File: src/rtl/complex_acc_dump_35.sv
// Integrate-and-dump for complex products: accumulates a window of
// valid samples, then rounds, shifts and saturates to OW-bit I/Q.
module complex_acc_dump_35 #(
  parameter int IW = 35,
  parameter int AW = 43,
  parameter int OW = 18,
  parameter int SH = 17
) (
  input  logic          i_clk,
  input  logic          i_rst_n,
  input  logic          i_start,
  input  logic [7:0]    i_len,
  input  logic          i_vld,
  input  logic [IW-1:0] i_pr,
  input  logic [IW-1:0] i_pi,
  output logic          o_busy,
  output logic          o_vld,
  output logic [OW-1:0] o_qr,
  output logic [OW-1:0] o_qi,
  output logic          o_ovf
);

  localparam logic [1:0] S_IDLE = 2'd0;
  localparam logic [1:0] S_ACC  = 2'd1;
  localparam logic [1:0] S_DUMP = 2'd2;

  localparam int RS = (SH > 0) ? SH - 1 : 0;
  localparam logic signed [AW:0] RND =
    (SH > 0) ? ((AW+1)'(1) << RS) : '0;
  localparam logic signed [AW:0] MAXV =
    (AW+1)'(2**(OW-1) - 1);
  localparam logic signed [AW:0] MINV = ~MAXV;

  logic [1:0] state;
  logic [8:0] len;
  logic [8:0] cnt;
  logic [8:0] nlen;
  logic signed [AW-1:0] acc_r;
  logic signed [AW-1:0] acc_i;
  logic signed [AW-1:0] pr_x;
  logic signed [AW-1:0] pi_x;
  logic [OW:0] qr_n;
  logic [OW:0] qi_n;

  // One extra bit so the rounding add cannot wrap; MSB of result = sat
  function automatic logic [OW:0] quant(
    input logic signed [AW-1:0] a
  );
    logic signed [AW:0] t;
    logic [OW-1:0] q;
    logic sat;
    t = ($signed({a[AW-1], a}) + RND) >>> SH;
    sat = 1'b1;
    if (t > MAXV) begin
      q = MAXV[OW-1:0];
    end else if (t < MINV) begin
      q = MINV[OW-1:0];
    end else begin
      sat = 1'b0;
      q = t[OW-1:0];
    end
    return {sat, q};
  endfunction

  assign nlen = (i_len == 8'd0) ? 9'd256 : {1'b0, i_len};
  assign pr_x = $signed({{(AW-IW){i_pr[IW-1]}}, i_pr});
  assign pi_x = $signed({{(AW-IW){i_pi[IW-1]}}, i_pi});
  assign qr_n = quant(acc_r);
  assign qi_n = quant(acc_i);
  assign o_busy = (state != S_IDLE);

  always_ff @(posedge i_clk or negedge i_rst_n) begin
    if (!i_rst_n) begin
      state <= S_IDLE;
      len   <= '0;
      cnt   <= '0;
      acc_r <= '0;
      acc_i <= '0;
      o_vld <= 1'b0;
      o_qr  <= '0;
      o_qi  <= '0;
      o_ovf <= 1'b0;
    end else begin
      o_vld <= 1'b0;
      unique case (1'b1)
        (state == S_IDLE): begin
          if (i_start) begin
            len   <= nlen;
            cnt   <= '0;
            state <= S_ACC;
          end
        end
        (state == S_ACC): begin
          if (i_vld) begin
            // first sample loads so no residue survives between windows
            acc_r <= (cnt == 9'd0) ? pr_x : acc_r + pr_x;
            acc_i <= (cnt == 9'd0) ? pi_x : acc_i + pi_x;
            cnt   <= cnt + 9'd1;
            if (cnt == len - 9'd1)
              state <= S_DUMP;
          end
        end
        (state == S_DUMP): begin
          o_vld <= 1'b1;
          o_qr  <= qr_n[OW-1:0];
          o_qi  <= qi_n[OW-1:0];
          o_ovf <= qr_n[OW] | qi_n[OW];
          if (i_start) begin
            len   <= nlen;
            cnt   <= '0;
            state <= S_ACC;
          end else begin
            state <= S_IDLE;
          end
        end
        default: state <= S_IDLE;
      endcase
    end
  end

endmodule

File: config.mk
export PLATFORM = sky130hd
export DESIGN_NAME = complex_acc_dump_35
export DESIGN_NICKNAME = d
export VERILOG_FILES = /design/src/rtl/complex_acc_dump_35.sv
export SDC_FILE = /design/constraint.sdc
export NUM_CORES = 1
export LEC_CHECK = 0
export ABC_AREA = 1
export CORE_ASPECT_RATIO = 0.7
export CORE_UTILIZATION = 25
export CTS_CLUSTER_SIZE = 14
export DETAILED_ROUTE_END_ITERATION = 6
export PLACE_DENSITY_LB_ADDON = 0.08
export SYNTH_ARGS = -nofsm -noshare
export SYNTH_HDL_FRONTEND = slang
export SYNTH_SLANG_ARGS = --single-unit
export TNS_END_PERCENT = 10
File: constraint.sdc
create_clock -name i_clk -period 2.5 [get_ports i_clk]
set_input_delay 0.5 -clock i_clk [delete_from_list [all_inputs] [get_ports i_clk]]
set_output_delay 0.5 -clock i_clk [all_outputs]
set_load 0.03 [all_outputs]
==> flow_metrics.env <==
export IMPL_cp_required_ps=2880
export IMPL_synth_area_leader_cell="dfrtp_1"
export IMPL_grt_pass1_vias=15690
export IMPL_place_congestion=0.9220
export IMPL_grt_pass1_wl_microns=95500
export IMPL_start_util=0.2555
export IMPL_ys_seq_area_frac=0.2602
export IMPL_antennaDiodeCount=0
export IMPL_synth_area_leaders="dfrtp_1, nand2_1, nor2_1"
export IMPL_routed_wirelength_microns=62260
export IMPL_syn_instance_count=2209
export IMPL_avgSynthCellArea_sq_um=6.268
export IMPL_cts_sinks=144
export IMPL_cts_tree="done"
export IMPL_crit_chain="clkdlybuf4s50_1, buf_4, ha_2, buf_4, nand2_1, o21ai_1, a21oi_1, a21boi_1, nand3_1, nand2_1, nand3_1, a21boi_0"
export IMPL_antenna_found_initial=1
export IMPL_grt_start_max_net_pins=79
export IMPL_setup_tns_ps=0
export IMPL_hold_viol=0
export IMPL_hold_path_class="in -> reg"
export IMPL_ys_seq_elements=144
export IMPL_layout_common_cells="nand2_1, buf_4, nor2_1"
export IMPL_cp_end_kind="register"
export IMPL_cts_root_buffer="clkbuf_16"
export IMPL_die_area_sq_um=56350
export IMPL_syn_to_final_growth_pct=48.95
export IMPL_yosysTopAreaCellShare=0.2602
export IMPL_io_pins=121
export IMPL_whs_ps=458.3
export IMPL_grt_usage=0.2228
export IMPL_wl_per_cell_microns=17.86
export IMPL_min_period_ps=2496
export IMPL_portBuffers=120
export IMPL_vias=16320
export IMPL_synth_fp_nets=2382
export IMPL_ant_nets=0
export IMPL_irDropWorstVdd_mv=0.5359
export IMPL_critPathSlowestCell="clkdlybuf4s50_1"
export IMPL_place_hpwl_microns=50770
export IMPL_max_slew_margin=0.5214
export IMPL_clk_pin_slew_ps=70
export IMPL_clockBufferDepth=2
export IMPL_drive_gt1_frac=0.2343
export IMPL_fp_dieW_microns=283.3
export IMPL_p_leak_nw=9.725
export IMPL_setup_violations=0
export IMPL_fin_crit_sh=0.9985
export IMPL_globalRoute_totalOverflow=0
export IMPL_htreeDepth=4
export IMPL_clock_fmax_mhz=400.6
export IMPL_arrival_ps=2880
export IMPL_syn_area_sq_um=13850
export IMPL_slew_violations=0
export IMPL_fp_row_count=71
export IMPL_layout_commonest_cell="nand2_1"
export IMPL_drtIter0Drc=1128
export IMPL_synth_cell_type_count=41
export IMPL_fp_dieH_microns=198.9
export IMPL_synth_warnings=0
export IMPL_nets=2918
export IMPL_status="finished clean"
export IMPL_first_pass_iters=5
export IMPL_multi_input_area_sq_um=10010
export IMPL_worstMarginPinSlew_ps=717.9
export IMPL_fill_cells=5811
export IMPL_regArea_sq_um=3626
export IMPL_path_max_fanout=8
export IMPL_p_per_area_nw_per_um2=1348
export IMPL_fp_coreArea_sq_um=54190
export IMPL_drt_vias_per_instance=4.679
export IMPL_critPathLaunchType="input port"
export IMPL_crit_type="in -> reg"
export IMPL_drv_cap=0
export IMPL_cp_slowest_stage_delay_ps=460
export IMPL_numCtsBuffers=17
export IMPL_skew_ps=19.90
export IMPL_drc=0
export IMPL_grt_setup_unrepaired="true"
export IMPL_clock_latency_ps=480
[Yosys cell counts, drive strengths merged]
| cell | count |
|---|---|
| a21boi | 14 |
| a21o | 5 |
| a21oi | 212 |
| a22oi | 3 |
| a2bb2oi | 4 |
| a31oi | 2 |
| and2 | 5 |
| and3 | 6 |
| buf | 6 |
| clkbuf | 36 |
| clkinv | 1 |
| dfrtp | 144 |
| fa | 2 |
| ha | 89 |
| inv | 189 |
| nand2 | 638 |
| nand3 | 139 |
| nand3b | 6 |
| nand4 | 32 |
| nor2 | 337 |
| nor3 | 28 |
| nor4 | 8 |
| nor4b | 1 |
| o211ai | 13 |
| o21a | 28 |
| o21ai | 174 |
| o21bai | 11 |
| o22ai | 2 |
| or2 | 7 |
| xnor2 | 23 |
| xor2 | 44 |
[stage by stage]
step	std cells	utilization	setup WS, ps	total power, mW	instance area (sq um)
after floorplan	2209	-	135.9	14.18	13850
after global routing	3487	0.3806	-51.37	30.15	20620
after CTS	3480	0.3667	1.770	26.79	19870
final	3487	0.3806	3.775	27.79	20620
after global placement	3448	0.3551	-583.0	23.81	19240
after detailed placement	3448	0.3551	-612.0	23.79	19240
[per-layer routing]
metal / vias up / GRT usage / wire length, microns
met2: 357 / 0.3071 / 23870
met1: 7505 / 0.3582 / 34900
li1: 8429 / - / -
met3: 24 / 0.03096 / 3015
met4: 2 / 0.03804 / 471
met5: - / 0 / 10
[final timing paths]
check	start	endpoint	slack, ps	cells past startpoint
min in group asynchronous	i_rst_n	len[4]$_DFFE_PN0P_	510	2
max in group asynchronous	i_rst_n	acc_r[4]$_DFFE_PN0P_	1350	3
worst max-delay path	i_pr[34]	acc_r[36]$_DFFE_PN0P_	4	12
worst min-delay path	i_pr[10]	acc_r[10]$_DFFE_PN0P_	460	3
worst min register to register	state[1]$_DFFE_PN0P_	state[1]$_DFFE_PN0P_	460	1
worst max register to register	acc_r[22]$_DFFE_PN0P_	acc_r[38]$_DFFE_PN0P_	40	12
[sequential cells by signal (all words and copies together), names as in the netlist]
| register | count |
|---|---|
| o_vld | 1 |
| state | 2 |
| acc_r | 43 |
| len | 9 |
| cnt | 9 |
| acc_i | 43 |
| o_ovf | 1 |
| o_qi | 18 |
| o_qr | 18 |
[cells by family after synthesis]
group,after synthesis,synth area share
and+or+nand+nor,1207,0.3598
AOI/OAI and AO/OA,468,0.1891
buffers and inverters,232,0.06515
DFF,144,0.2602
adders and majority gates,91,0.08331
xor gates and xnor gates,67,0.04238
[worst max-delay path, delay by kind of cell]
kind | cells | cell delay, ps
AOI/OAI and AO/OA | 4 | 770
adders and majority gates | 1 | 320
buffers and inverters | 3 | 770
and+or+nand+nor | 4 | 510
[timing repair]
item / 4_1_cts / 5_1_grt
pin swaps: 1 / 9
hold buffers: 1 / 0
gates resized for setup: 10 / 166
buffers inserted: 0 / 7
endpoints found under the setup margin: 19 / 90
endpoints found under the hold margin: 31 / 0
[final cells by class]
| cell class | instances | share of cell area |
|---|---|---|
| clock buffers | 18 | 0.02129 |
| clock inverters | 13 | 0.007280 |
| inverters | 190 | 0.03458 |
| multi-input cells | 1833 | 0.4853 |
| flip-flops and latches | 144 | 0.1758 |
| well taps | 730 | 0.04429 |
| repair buffers | 559 | 0.2315 |
[power breakdown]
part / internal, mW / switching [mW] / total, mW
registers: 3.46 / 1.29 / 4.75
clock network: 1.51 / 1.31 / 2.83
logic: 9.01 / 11.2 / 20.2
total: 14.0 / 13.8 / 27.8
(Power assumes the default switching activity.)
